**src/rtl/pipeline_hazard_ctrl_if.sv**
```systemverilog
// Pipeline hazard controller bus: the hazard inputs and the pipeline-register control outputs.
interface pipeline_hazard_ctrl_if #(
  parameter int unsigned width      = 32,
  parameter int unsigned reg_addr_w = 5
);
  logic                  imem_resp_i;
  logic                  dmem_op_i;
  logic                  dmem_resp_i;
  logic [reg_addr_w-1:0] id_rs1_i;
  logic [reg_addr_w-1:0] id_rs2_i;
  logic [reg_addr_w-1:0] ex_rd_i;
  logic                  ex_is_load_i;
  logic                  ex_redirect_i;

  logic                  pc_load_o;
  logic                  if_id_load_o;
  logic                  id_ex_load_o;
  logic                  ex_mem_load_o;
  logic                  mem_wb_load_o;
  logic                  if_id_flush_o;
  logic                  id_ex_flush_o;
  logic                  mem_wb_flush_o;
  logic [1:0]            state_o;
  logic [width-1:0]      stall_cnt_o;
  logic [width-1:0]      flush_cnt_o;

  // Pipeline side: drives hazard status, receives register controls.
  modport master (
    output imem_resp_i, dmem_op_i, dmem_resp_i, id_rs1_i, id_rs2_i,
           ex_rd_i, ex_is_load_i, ex_redirect_i,
    input  pc_load_o, if_id_load_o, id_ex_load_o, ex_mem_load_o, mem_wb_load_o,
           if_id_flush_o, id_ex_flush_o, mem_wb_flush_o, state_o,
           stall_cnt_o, flush_cnt_o
  );

  // Controller side.
  modport slave (
    input  imem_resp_i, dmem_op_i, dmem_resp_i, id_rs1_i, id_rs2_i,
           ex_rd_i, ex_is_load_i, ex_redirect_i,
    output pc_load_o, if_id_load_o, id_ex_load_o, ex_mem_load_o, mem_wb_load_o,
           if_id_flush_o, id_ex_flush_o, mem_wb_flush_o, state_o,
           stall_cnt_o, flush_cnt_o
  );
endinterface

```
**src/rtl/pipeline_hazard_ctrl.sv**
```systemverilog
// Hazard sequencer for a 5-stage pipeline: resolves I-miss, D-stall, load-use
// and EX redirects into PC / pipeline-register load and flush controls, and
// tracks wrong-path fetches still in flight across a redirect.
module pipeline_hazard_ctrl #(
  parameter int unsigned width      = 32,
  parameter int unsigned reg_addr_w = 5
) (
  input  logic                   clk,
  input  logic                   rst,
  pipeline_hazard_ctrl_if.slave  bus
);

  localparam int unsigned cnt_w = width;
  localparam logic [cnt_w-1:0] cnt_max = '1;
  localparam logic [reg_addr_w-1:0] reg_zero = '0;

  typedef enum logic [1:0] {
    RUN    = 2'd0,
    IWAIT  = 2'd1,
    SQUASH = 2'd2
  } state_t;

  state_t           state_q, state_d;
  logic [cnt_w-1:0] stall_cnt_q;
  logic [cnt_w-1:0] flush_cnt_q;

  logic dstall, lu, redir, fetch_ok;
  logic pc_load, if_id_load, id_ex_load, ex_mem_load, mem_wb_load;
  logic if_id_flush, id_ex_flush, mem_wb_flush;

  // Hazard conditions; a stalled MEM stage freezes everything, including redirects.
  always_comb begin
    dstall   = bus.dmem_op_i & ~bus.dmem_resp_i;
    lu       = bus.ex_is_load_i & (bus.ex_rd_i != reg_zero) &
               ((bus.ex_rd_i == bus.id_rs1_i) | (bus.ex_rd_i == bus.id_rs2_i));
    redir    = bus.ex_redirect_i & ~dstall;
    fetch_ok = bus.imem_resp_i & (state_q != SQUASH);
  end

  // State register.
  always_ff @(posedge clk or negedge rst) begin
    if (!rst) state_q <= RUN;
    else      state_q <= state_d;
  end

  // Next state and prioritized register controls (dstall > redir > lu > fetch stall).
  always_comb begin
    state_d      = state_q;
    pc_load      = 1'b1;
    if_id_load   = 1'b1;
    id_ex_load   = 1'b1;
    ex_mem_load  = 1'b1;
    mem_wb_load  = 1'b1;
    if_id_flush  = 1'b0;
    id_ex_flush  = 1'b0;
    mem_wb_flush = 1'b0;

    // Fetch tracking runs independently of data stalls.
    unique case (state_q)
      RUN: begin
        if (!bus.imem_resp_i && redir) state_d = SQUASH;
        else if (!bus.imem_resp_i)     state_d = IWAIT;
      end
      IWAIT: begin
        if (bus.imem_resp_i) state_d = RUN;
        else if (redir)      state_d = SQUASH;
      end
      SQUASH: begin
        if (bus.imem_resp_i) state_d = RUN;
      end
      default: state_d = RUN;
    endcase

    if (dstall) begin
      // Freeze; bubble into WB so the stalled instruction is not written back twice.
      pc_load      = 1'b0;
      if_id_load   = 1'b0;
      id_ex_load   = 1'b0;
      ex_mem_load  = 1'b0;
      mem_wb_load  = 1'b0;
      mem_wb_flush = 1'b1;
    end else if (redir) begin
      if_id_flush  = 1'b1;
      id_ex_flush  = 1'b1;
    end else if (lu) begin
      pc_load      = 1'b0;
      if_id_load   = 1'b0;
      id_ex_flush  = 1'b1;
    end else if (!fetch_ok) begin
      // No valid fetched word (miss or wrong-path response): hold PC, bubble IF/ID.
      pc_load      = 1'b0;
      if_id_flush  = 1'b1;
    end

    if (!rst) begin
      pc_load      = 1'b0;
      if_id_load   = 1'b0;
      id_ex_load   = 1'b0;
      ex_mem_load  = 1'b0;
      mem_wb_load  = 1'b0;
      if_id_flush  = 1'b1;
      id_ex_flush  = 1'b1;
      mem_wb_flush = 1'b1;
    end
  end

  // Saturating performance counters.
  always_ff @(posedge clk or negedge rst) begin
    if (!rst) begin
      stall_cnt_q <= '0;
      flush_cnt_q <= '0;
    end else begin
      if (!pc_load && stall_cnt_q != cnt_max) stall_cnt_q <= stall_cnt_q + cnt_w'(1);
      if (redir && flush_cnt_q != cnt_max)    flush_cnt_q <= flush_cnt_q + cnt_w'(1);
    end
  end

  // Drive the bus.
  always_comb begin
    bus.pc_load_o      = pc_load;
    bus.if_id_load_o   = if_id_load;
    bus.id_ex_load_o   = id_ex_load;
    bus.ex_mem_load_o  = ex_mem_load;
    bus.mem_wb_load_o  = mem_wb_load;
    bus.if_id_flush_o  = if_id_flush;
    bus.id_ex_flush_o  = id_ex_flush;
    bus.mem_wb_flush_o = mem_wb_flush;
    bus.state_o        = state_q;
    bus.stall_cnt_o    = stall_cnt_q;
    bus.flush_cnt_o    = flush_cnt_q;
  end

endmodule

```
**src/flat_wrapper.sv**
```systemverilog
// flat-port wrapper written by rule: the top's interface ports become plain ports
module pipeline_hazard_ctrl_flat 
#(
  parameter int unsigned width      = 32,
  parameter int unsigned reg_addr_w = 5
)
  (clk, rst, bus_imem_resp_i, bus_dmem_op_i, bus_dmem_resp_i, bus_id_rs1_i, bus_id_rs2_i, bus_ex_rd_i, bus_ex_is_load_i, bus_ex_redirect_i, bus_pc_load_o, bus_if_id_load_o, bus_id_ex_load_o, bus_ex_mem_load_o, bus_mem_wb_load_o, bus_if_id_flush_o, bus_id_ex_flush_o, bus_mem_wb_flush_o, bus_state_o, bus_stall_cnt_o, bus_flush_cnt_o);
  pipeline_hazard_ctrl_if #(.width(width), .reg_addr_w(reg_addr_w)) bus_i ();
  input  logic clk;
  input  logic rst;
  input wire logic [$bits(bus_i.imem_resp_i)-1:0] bus_imem_resp_i;
  input wire logic [$bits(bus_i.dmem_op_i)-1:0] bus_dmem_op_i;
  input wire logic [$bits(bus_i.dmem_resp_i)-1:0] bus_dmem_resp_i;
  input wire logic [$bits(bus_i.id_rs1_i)-1:0] bus_id_rs1_i;
  input wire logic [$bits(bus_i.id_rs2_i)-1:0] bus_id_rs2_i;
  input wire logic [$bits(bus_i.ex_rd_i)-1:0] bus_ex_rd_i;
  input wire logic [$bits(bus_i.ex_is_load_i)-1:0] bus_ex_is_load_i;
  input wire logic [$bits(bus_i.ex_redirect_i)-1:0] bus_ex_redirect_i;
  output wire logic [$bits(bus_i.pc_load_o)-1:0] bus_pc_load_o;
  output wire logic [$bits(bus_i.if_id_load_o)-1:0] bus_if_id_load_o;
  output wire logic [$bits(bus_i.id_ex_load_o)-1:0] bus_id_ex_load_o;
  output wire logic [$bits(bus_i.ex_mem_load_o)-1:0] bus_ex_mem_load_o;
  output wire logic [$bits(bus_i.mem_wb_load_o)-1:0] bus_mem_wb_load_o;
  output wire logic [$bits(bus_i.if_id_flush_o)-1:0] bus_if_id_flush_o;
  output wire logic [$bits(bus_i.id_ex_flush_o)-1:0] bus_id_ex_flush_o;
  output wire logic [$bits(bus_i.mem_wb_flush_o)-1:0] bus_mem_wb_flush_o;
  output wire logic [$bits(bus_i.state_o)-1:0] bus_state_o;
  output wire logic [$bits(bus_i.stall_cnt_o)-1:0] bus_stall_cnt_o;
  output wire logic [$bits(bus_i.flush_cnt_o)-1:0] bus_flush_cnt_o;
  assign bus_i.imem_resp_i = bus_imem_resp_i;
  assign bus_i.dmem_op_i = bus_dmem_op_i;
  assign bus_i.dmem_resp_i = bus_dmem_resp_i;
  assign bus_i.id_rs1_i = bus_id_rs1_i;
  assign bus_i.id_rs2_i = bus_id_rs2_i;
  assign bus_i.ex_rd_i = bus_ex_rd_i;
  assign bus_i.ex_is_load_i = bus_ex_is_load_i;
  assign bus_i.ex_redirect_i = bus_ex_redirect_i;
  assign bus_pc_load_o = bus_i.pc_load_o;
  assign bus_if_id_load_o = bus_i.if_id_load_o;
  assign bus_id_ex_load_o = bus_i.id_ex_load_o;
  assign bus_ex_mem_load_o = bus_i.ex_mem_load_o;
  assign bus_mem_wb_load_o = bus_i.mem_wb_load_o;
  assign bus_if_id_flush_o = bus_i.if_id_flush_o;
  assign bus_id_ex_flush_o = bus_i.id_ex_flush_o;
  assign bus_mem_wb_flush_o = bus_i.mem_wb_flush_o;
  assign bus_state_o = bus_i.state_o;
  assign bus_stall_cnt_o = bus_i.stall_cnt_o;
  assign bus_flush_cnt_o = bus_i.flush_cnt_o;
  pipeline_hazard_ctrl #(.width(width), .reg_addr_w(reg_addr_w)) u_core (.clk(clk), .rst(rst), .bus(bus_i));
endmodule
```
**config.mk**
```make
export PLATFORM = sky130hd
export DESIGN_NAME = pipeline_hazard_ctrl_flat
export DESIGN_NICKNAME = d
export VERILOG_FILES = /design/src/rtl/pipeline_hazard_ctrl_if.sv /design/src/rtl/pipeline_hazard_ctrl.sv /design/src/flat_wrapper.sv
export SDC_FILE = /design/constraint.sdc
export NUM_CORES = 1
export LEC_CHECK = 0
export ABC_AREA = 1
export BUFFER_PORTS_ARGS = -buffer_cell sky130_fd_sc_hd__buf_2
export CAP_MARGIN = 25
export CORE_ASPECT_RATIO = 1.4
export CORE_MARGIN = 10
export CORE_UTILIZATION = 25
export CTS_BUF_LIST = sky130_fd_sc_hd__clkbuf_8
export DETAILED_ROUTE_END_ITERATION = 10
export PLACE_DENSITY = 0.53
export REMOVE_ABC_BUFFERS = 1
export SLEW_MARGIN = 20
export SYNTH_ARGS = -nofsm -noshare
export SYNTH_HDL_FRONTEND = slang
export SYNTH_SLANG_ARGS = --single-unit
```
**constraint.sdc**
```tcl
create_clock -name clk -period 3.8 [get_ports clk]
set_input_delay 0.38 -clock clk [delete_from_list [all_inputs] [get_ports clk]]
set_output_delay 0.38 -clock clk [all_outputs]
set_load 0.1 [all_outputs]
```
Word-level counts from Yosys, hierarchy flattened --
Index checks and enable logic that the tools add are counted.
Operators by class: add/subtract/negate cells 2, equality and inequality tests 10, mux-type cells 28, bitwise logic cells 8, reduce and logical (&&, ||, !) cells 8
Operator list (count):
- adder 32 x 1 -> 32 bit, second input constant | 2
- inequality test 32 bit, second input constant | 2
- two-way mux 1 bit | 22
- == test 5 bit | 2
- two-way mux 2 bit | 5
- inequality test 3 x 2 -> 1 bit, second input constant | 2
- case mux 2 bit (3 select lines) | 1
- bitwise AND 1 bit | 5
- nonzero test 5 bit | 1
- inequality test 2 bit, second input constant | 2
- logical AND 1 bit | 3
- AND reduction 3 bit | 1
- == test 2 x 1 -> 1 bit, second input constant | 1
- == test 2 bit, second input constant | 1
- zero test 1 bit | 2
- zero test 2 bit | 1
- NOT 1 bit | 2
- OR 1 bit | 1
Storage, ports and cells: flip-flop bits (word level) 66, bits of input ports 22, output and inout port bits 74, word-level logic and storage cells 59

Logic depth before layout (Yosys ltp) --
Gate-level depths: netlist (run 1).
depth in word-level cells 9, mapped depth 12, depth with buffers taken out 11

Worst setup path after synthesis (run 1) --
OpenSTA, ideal clock, no wires.
path type input to output, start input bus_dmem_op_i, end output bus_pc_load_o, arrival time 3.143 ns, data required time 3.420 ns, setup slack 0.277 ns, stages 6, path buffers 1, cells stage by stage inv_1 nor2_1 nor2_1 nand3_2 buf_2 inv_1
On the way: longest elaborated chain between the ends 6
Ends and longest elaborated chain:
- start: declaration | RTL line flat_wrapper.sv:12 | input wire logic [$bits(bus_i.dmem_op_i)-1:0] bus_dmem_op_i;
- bitwise AND 1 bit * | RTL line pipeline_hazard_ctrl.sv:33 | dstall = bus.dmem_op_i & ~bus.dmem_resp_i;
- NOT 1 bit | RTL line pipeline_hazard_ctrl.sv:36 | redir = bus.ex_redirect_i & ~dstall;
- bitwise AND 1 bit | RTL line pipeline_hazard_ctrl.sv:36
- two-way mux 1 bit | RTL line pipeline_hazard_ctrl.sv:82 | end else if (redir) begin
- two-way mux 1 bit * | RTL line pipeline_hazard_ctrl.sv:74 | if (dstall) begin
- two-way mux 1 bit * | RTL line pipeline_hazard_ctrl.sv:95 | if (!rst) begin
- end: declaration | RTL line flat_wrapper.sv:19 | output wire logic [$bits(bus_i.pc_load_o)-1:0] bus_pc_load_o;
Every way passes the cells marked *; elsewhere a longest branch is shown, timed or not.

Final worst setup path (run 1) --
start register u_core.flush_cnt_q[0] (netlist: u_core.bus.flush_cnt_o[0]), end register u_core.flush_cnt_q[5] (netlist: u_core.bus.flush_cnt_o[5])
On the way: longest elaborated chain between the ends 2, elaborated cells between the ends (all ways) 3, those cells by class 1 x add/sub; 1 x eq/ne; 1 x reduce/logical
Ends and longest elaborated chain:
- start: declaration | RTL line pipeline_hazard_ctrl.sv:25 | logic [cnt_w-1:0] flush_cnt_q;
- start signal: assignment | RTL line pipeline_hazard_ctrl.sv:114 | if (redir && flush_cnt_q != cnt_max) flush_cnt_q <= flush_cnt_q + cnt_w'(1);
- parallel branches: the longest is 2 deep, another holds adder 32 x 1 -> 32 bit
Several ways; the timed one is not identified. A chain may end at the register's enable or synchronous reset.

==> results of run 1 <==
[cells in the final DEF, fill, tap and decap left out]
cell        instances
o21ai_1             7
nor3_2              3
nor3_4              2
clkbuf_8           10
a21oi_1             1
ha_1                2
inv_1              72
nand4_1            12
clkinv_2            2
dfrtp_1            66
clkinvlp_4          1
inv_2               2
nor3_1             33
nor2_2              4
nand3b_1            7
nand2_1           262
nor4_2              1
nand2_2             2
xor2_1             31
xnor2_1            14
bufinv_16           2
nand3_1            58
o211ai_1            1
nor3b_1             1
nand3_2             1
buf_4               4
nand4_2             1
o21ai_0            11
nor2_1             60
buf_2              94
or2_2               1
[metal layers]
layer | vias to the layer above | wire (um) | GRT usage, %
met5 | - | 0 | 0
met2 | 110 | 8210 | 24.2
li1 | 2290 | - | -
met3 | 19 | 852 | 3.21
met1 | 2086 | 5590 | 12.9
met4 | 0 | 280 | 4.68
[power by group through the flow]
stage / logic (uW) / clock network [uW] / registers, uW
detailed placement: 978 / 0 / 881
CTS: 980 / 707 / 868
finish: 969 / 691 / 870
global placement: 978 / 0 / 879
global route: 1030 / 737 / 882
floorplan: 279 / 0 / 1360
[metrics by stage]
stage	setup WS [ps]	std cells
after floorplan	-3590	654
after global placement	1460	992
after detailed placement	1390	992
after CTS	1370	1008
after global routing	1110	1008
final	1350	1008
[cell families after synthesis]
family / synth area share, %
buffers and inverters: 8.46
AND/OR/NAND/NOR: 43.2
AO/OA/AOI/OAI: 2.28
adder cells (fa/ha/maj): 0.557
XOR/XNOR: 8.77
flip-flops: 36.7
[flip-flops by register name, summed over array words and instances (netlist names)]
register and flops:
u_core.bus.state_o 2, u_core.bus.flush_cnt_o 32, u_core.bus.stall_cnt_o 32
[area by class of cell]
class	instances	share of cell area [%]
multi-input combinational	515	45.5
tap	240	5.55
clock inverter	6	1.50
clock buffer	10	2.55
sequential	66	30.5
inverter	73	5.07
timing repair buffer	98	9.25
[critical path, stage by stage (launching register included)]
cell	delay (ps)
dfrtp_1	410
ha_1	240
nand3_1	160
inv_1	90
nand2_1	120
nor2_2	70
nand2_1	80
nand2_2	310
inv_2	580
o21ai_0	170
o21ai_1	100
[cell usage after synthesis (3+ instances only)]
cell | number | area [sq um]
buf_2 | 10 | 50.1
buf_4 | 3 | 22.5
buf_6 | 3 | 33.8
dfrtp_1 | 66 | 1650
inv_1 | 71 | 267
nand2_1 | 262 | 983
nand3_1 | 58 | 290
nand3b_1 | 7 | 52.6
nand4_1 | 12 | 75.1
nor2_1 | 60 | 225
nor2_2 | 4 | 25.0
nor3_1 | 33 | 165
nor3_2 | 3 | 30.0
o21ai_0 | 11 | 55.1
o21ai_1 | 7 | 35.0
xnor2_1 | 14 | 123
xor2_1 | 31 | 272
[worst max path at each step]
| stage | slack [ps] | cells after the start | start | to |
|---|---|---|---|---|
| 2_1_floorplan | -3590 | 5 | bus_dmem_op_i | bus_pc_load_o |
| 3_3_place_gp | 1460 | 9 | u_core.bus.flush_cnt_o[16] | u_core.bus.flush_cnt_o[5] |
| 3_5_place_dp | 1390 | 10 | u_core.bus.flush_cnt_o[0] | u_core.bus.flush_cnt_o[5] |
| 4_1_cts | 1370 | 10 | u_core.bus.flush_cnt_o[0] | u_core.bus.flush_cnt_o[5] |
| 5_1_grt | 1110 | 10 | u_core.bus.flush_cnt_o[0] | u_core.bus.flush_cnt_o[5] |
| 6_report | 1350 | 10 | u_core.bus.flush_cnt_o[0] | u_core.bus.flush_cnt_o[5] |
==> run summary, run 1 <==
WP data required -> 4100 ps
vias in the first global route -> 4495
post-DP HPWL -> 11.5 mm
sequential share of power -> 34.4%
via count -> 4505
Sequential Area -> 1650 sq um
number of distinct library cells after synthesis -> 28
Tcrit/Tclk final -> 64.4%
WHS Endpoint -> u_core.bus.state_o[1]
setup TNS -> 0 ps
FFs w/ async S/R, synth -> 100%
net switching power -> 1220 uW
cell area after synthesis -> 4490 sq um
nets -> 787
clock group share of total power -> 27.3%
Fill cells -> 2015
PwrDens -> 468 nW/um^2
Initial Util -> 25.2%
via density per instance -> 4.47
core area -> 17900 sq um
worst slew pin tran -> 879 ps
Starting DRT DRC Count -> 219
Fmax -> 409 MHz
TritonCTS clock tree -> done
Synth Warn # -> 0
io pins -> 96
area of the multi-input gates -> 2460 sq um
initial antenna violation count -> 0
RePlAce Congestion -> 0.880
P_int -> 1310 uW
CP arrival -> 2750 ps
Setup Skew -> 8.33 ps
Design Area, Final -> 5410 sq um
Die ar. -> 23800 sq um
first-pass GRT wire length -> 23.9 mm
Crit. End Element -> register
Peak supply drop -> 584 uV
area growth from synthesis to layout -> 20.3%
number of synthesized flops with an enable pin -> 0
cell leakage power -> 0.00277 uW
largest net degree at the start of global routing -> 67
Worst Hold Launch -> bus_imem_resp_i
input/output buffers -> 95
Hold Slack -> 193 ps
Die X -> 133 um
Max Slew Vio Count -> 0
maximum fanout along the worst path -> 34
register area share after synthesis -> 36.7%
Rows -> 58
Crit Reg-Reg Startpoint -> u_core.bus.flush_cnt_o[0]
GRT overflow -> 0
flops & latches, synth -> 66
clock slew seen by the registers of the worst setup and hold paths -> 80 ps
Setup Buffers After CTS -> 0
Finished Core Util -> 30.3%
area of placed instances -> 5190 sq um
post_cts resized -> 0
Setup-failing EPs final -> 0
Rel. slew slack -> 41.4%
ys flop type -> dfrtp_1
Worst setup SP type -> register
CTS H-tree lvls -> 3
cts bufs inserted -> 9
reg2reg path depth -> 10
DRC -> 0
die height -> 179 um
Crit Path Class -> reg2reg
Max-Cap Viols -> 0
Hold Fails Final Rpt -> 0
Post-CTS Hold Buffers -> 0
clock buffer depth -> 2
worst min path class -> in2reg
Comb pwr share -> 38.3%
worst skew pair latency -> 370 ps
gate count of the mapped netlist -> 670
Avg WL per Cell -> 14.8 um
ANT nets after route -> 0
antenna diode count -> 0
R2R setup slack -> 1350 ps
Hold Crit Depth -> 2
# clock sinks -> 66
Post-Route WL -> 14.9 mm
Min Clock Period, post-route -> 2450 ps
RR Endpoint -> u_core.bus.flush_cnt_o[5]
status -> complete, no violations
Net Sw Frac -> 48.3%
CTS root buffer -> clkbuf_8
total design power -> 2530 uW
layout cells sized above 1 -> 16.9%
DR pass1 iterations -> 5
synthesized area per cell -> 6.71 sq um
GR Util All Layers -> 12.7%
unrepaired setup endpoints after global routing -> no
Note: power is estimated with default switching activity, not from simulation.
==> run 2: changes to the inputs <==
Clock period 3.8 ns to 2.45 ns, I/O delays scaled along.
==> run summary, run 2 (same netlist as run 1, synthesis figures left out) <==
most common cell after layout, fill and taps aside -> nand2_1
CTS H-tree lvls -> 3
io pins -> 96
post-DP HPWL -> 11.9 mm
Crit. End Element -> register
RePlAce Congestion -> 0.899
area growth from synthesis to layout -> 22.3%
Worst Hold Launch -> bus_imem_resp_i
clock buffer depth -> 2
antenna diode count -> 0
Post-CTS Hold Buffers -> 1
Crit Reg-Reg Startpoint -> u_core.bus.stall_cnt_o[0]
Die X -> 133 um
layout cells sized above 1 -> 17.3%
Setup Buffers After CTS -> 0
CP startpoint -> u_core.bus.stall_cnt_o[0]
maximum fanout along the worst path -> 17
die height -> 179 um
Min Clock Period, post-route -> 2020 ps
Worst setup SP type -> register
Critical Path End -> u_core.bus.stall_cnt_o[4]
input/output buffers -> 95
Max-Cap Viols -> 0
reg2reg path depth -> 10
WP data required -> 2760 ps
ANT nets after route -> 0
Initial Util -> 25.2%
Avg WL per Cell -> 15.0 um
clock slew seen by the registers of the worst setup and hold paths -> 80 ps
Setup-failing EPs final -> 0
GRT overflow -> 0
status -> complete, no violations
Fill cells -> 2003
Die ar. -> 23800 sq um
Fmax -> 496 MHz
initial antenna violation count -> 0
# clock sinks -> 66
nets -> 794
total design power -> 3730 uW
Finished Core Util -> 30.8%
area of placed instances -> 5320 sq um
worst skew pair latency -> 370 ps
CTS root buffer -> clkbuf_8
Setup Skew -> 6.87 ps
Hold Fails Final Rpt -> 0
via count -> 4512
GR Util All Layers -> 13.0%
DRC -> 0
cell leakage power -> 0.00282 uW
area of the multi-input gates -> 2460 sq um
largest net degree at the start of global routing -> 55
Sequential Area -> 1650 sq um
cts bufs inserted -> 9
vias in the first global route -> 4681
Starting DRT DRC Count -> 264
core area -> 17900 sq um
worst slew pin tran -> 735 ps
CP arrival -> 2330 ps
post_cts resized -> 0
most frequent cells in the layout -> nand2_1, buf_2, inv_1
DR pass1 iterations -> 5
Post-Route WL -> 15.2 mm
Peak supply drop -> 896 uV
first-pass GRT wire length -> 24.7 mm
R2R setup slack -> 430 ps
TritonCTS clock tree -> done
via density per instance -> 4.45
Max Slew Vio Count -> 0
RR Endpoint -> u_core.bus.stall_cnt_o[4]
PwrDens -> 678 nW/um^2
Rel. slew slack -> 51.0%
Rows -> 58
worst min path class -> in2reg
Design Area, Final -> 5500 sq um
Crit Path Class -> reg2reg
Tcrit/Tclk final -> 82.3%
unrepaired setup endpoints after global routing -> no
[run 2: cell types whose count changed in the layout (fill, tap and decap cells not counted)]
cell	delta
buf_12	+6
clkinv_2	+1
buf_4	+5
bufinv_16	-2
buf_2	-5
dlygate4sd3_1	+1
clkinvlp_4	-1
inv_1	+2
[run 2: area by class of cell]
| type | instances | area share [%] |
|---|---|---|
| sequential | 66 | 30.1 |
| timing repair buffer | 105 | 11.7 |
| tap | 240 | 5.46 |
| clock buffer | 10 | 2.50 |
| inverter | 73 | 4.99 |
| multi-input combinational | 515 | 44.8 |
| clock inverter | 6 | 0.478 |
[run 2: metrics by stage]
step | std cells | hold slack, ps | worst slack, ps | TNS [ps]
CTS | 1015 | 39.0 | 404 | 0
global placement | 998 | 277 | 421 | 0
detailed placement | 998 | 273 | 424 | 0
global route | 1015 | 58.7 | 220 | 0
floorplan | 654 | -50.6 | -4670 | -159550
finish | 1015 | 56.4 | 434 | 0
[run 2: report_power, final]
| group | internal (uW) | switching [uW] |
|---|---|---|
| registers | 1200 | 148 |
| clock network | 379 | 456 |
| logic | 268 | 1280 |
[run 2: how the worst min path moves through the flow]
stage	cells after the start	slack [ps]	endpoint
after floorplan	0	-50	u_core.bus.flush_cnt_o[0]
after global placement	2	280	u_core.bus.flush_cnt_o[24]
after detailed placement	2	270	u_core.bus.flush_cnt_o[28]
after CTS	2	40	u_core.bus.state_o[1]
after global routing	2	60	u_core.bus.state_o[1]
final	2	60	u_core.bus.state_o[1]
[run 2: critical path: stages (launching register included)]
cell,delay (ps)
dfrtp_1,410
ha_1,220
nand2_1,100
nor2_2,210
nand4_1,120
nor2_2,130
nand4_2,120
nand2_2,290
buf_12,200
nand2_1,70
nand2_1,60
[run 2: metal layers]
metal,up-vias,share of wire (%),track usage (%)
met2,113,53,24.0
met4,0,3.3,6.23
met5,-,0,0
met1,2065,38,13.3
met3,31,5.5,3.35
li1,2303,-,-
==> run 3: changes to the inputs <==
Clock period 2.45 ns to 1.9 ns, I/O delays scaled along.
==> run summary, run 3 (same netlist as run 1, synthesis figures left out) <==
RePlAce Congestion -> 0.883
worst min path class -> in2reg
min setup slack post-route -> 132 ps
Min Clock Period, post-route -> 1770 ps
worst slew pin tran -> 682 ps
die height -> 179 um
layout cells sized above 1 -> 22.7%
clock slew seen by the registers of the worst setup and hold paths -> 70 ps
most frequent cells in the layout -> nand2_1, buf_2, inv_1
largest net degree at the start of global routing -> 50
PwrDens -> 834 nW/um^2
# clock sinks -> 66
CTS H-tree lvls -> 3
met3 WL post-DR -> 697 um
Worst setup SP type -> primary input
GRT overflow -> 0
Fill cells -> 2027
worst skew pair latency -> 370 ps
Non-Filler Instances -> 1059
Rel. slew slack -> 54.6%
Finished Core Util -> 33.6%
cts bufs inserted -> 9
Die X -> 133 um
GR Util All Layers -> 13.2%
Setup Skew -> 6.60 ps
met2 WL -> 8.56 mm
via density per instance -> 4.47
ANT nets after route -> 0
total design power -> 4990 uW
Starting DRT DRC Count -> 252
clock buffer depth -> 2
Post-Route WL -> 15.7 mm
most common cell after layout, fill and taps aside -> nand2_1
post-DP HPWL -> 12.5 mm
Rows -> 58
io pins -> 96
cell leakage power -> 0.00313 uW
antenna diode count -> 0
critical path's slowest cell -> dlygate4sd3_1
Top Metal Used -> met4
Sequential Area -> 1650 sq um
Tcrit/Tclk final -> 93.0%
CP arrival -> 1580 ps
initial antenna violation count -> 0
setup TNS -> 0 ps
most used cell, CP -> buf_4
DR pass1 iterations -> 6
Peak supply drop -> 1050 uV
Initial Util -> 25.2%
max incr delay on CP -> 540 ps
first-pass GRT wire length -> 24.7 mm
pre-CTS WS -> -89.0 ps
nets -> 839
WP data required -> 1710 ps
Hold Fails Final Rpt -> 0
Setup-failing EPs final -> 0
Crit. End Element -> output port
Met1 Wirelength -> 6.03 mm
maximum fanout along the worst path -> 20
Max Slew Vio Count -> 0
area growth from synthesis to layout -> 33.3%
status -> complete, no violations
placed cell count -> 1039
CTS root buffer -> clkbuf_8
TritonCTS clock tree -> done
Die ar. -> 23800 sq um
vias in the first global route -> 4805
Max-Cap Viols -> 0
input/output buffers -> 95
area of the multi-input gates -> 2530 sq um
Crit Path Class -> in2out
DRC -> 0
Avg WL per Cell -> 14.8 um
crit path cell chain -> buf_4, dlygate4sd3_1, buf_4, o211ai_1, buf_12
Fmax -> 566 MHz
via count -> 4732
core area -> 17900 sq um
-- run 3: worst max-delay path, delay by kind of cell --
family	cells	cell delay (ps)
compound gates	1	230
buf+inv	4	1140
-- run 3: timing repair --
| action | CTS | global route |
|---|---|---|
| setup endpoints to repair | 8 | 46 |
| endpoints found under the hold margin | 18 | 0 |
| setup buffers | 1 | 2 |
| hold buffers | 2 | 0 |
| gates resized for setup | 3 | 14 |
| pin swaps | 0 | 3 |
-- run 3: layout make-up --
class                           instances  area share [%]
Multi-Input combinational cell        515            42.2
Sequential cell                        66            27.6
Timing Repair Buffer                  150            17.7
Tap cell                              240            5.01
Inverter                               73            4.66
Clock buffer                           11            2.53
Clock inverter                          4           0.313
-- run 3: worst paths after layout --
check                                          start                    endpoint  slack, ps  cells after the start
max                                              rst           bus_id_ex_flush_o        130                      5
min                                bus_ex_redirect_i       u_core.bus.state_o[0]        310                      4
max reg2reg                u_core.bus.flush_cnt_o[1]  u_core.bus.flush_cnt_o[24]        130                      8
min reg2reg                    u_core.bus.state_o[1]       u_core.bus.state_o[0]        450                      1
max in group asynchronous                        rst  u_core.bus.stall_cnt_o[26]        560                      4
min in group asynchronous                        rst  u_core.bus.flush_cnt_o[10]        360                      3
-- run 3: routing by layer --
| metal | track usage [%] | up-vias |
|---|---|---|
| met5 | 0 | - |
| met4 | 6.14 | 0 |
| met3 | 2.99 | 34 |
| met2 | 25.0 | 97 |
| met1 | 13.2 | 2207 |
| li1 | - | 2394 |
-- run 3: report_power, final --
| group | leakage, uW | internal [uW] | total (uW) | switching, uW |
|---|---|---|---|---|
| logic | 0.00214 | 460 | 2190 | 1730 |
| clock network | 0.0000961 | 526 | 1090 | 567 |
| registers | 0.000897 | 1550 | 1710 | 160 |
| total | 0.00313 | 2530 | 4990 | 2460 |
-- run 3: metrics by stage --
step	hold slack [ps]	instance area, sq um
CTS	319	5910
finish	315	5990
global route	379	5990
global placement	228	5700
detailed placement	224	5700
floorplan	-106	4390
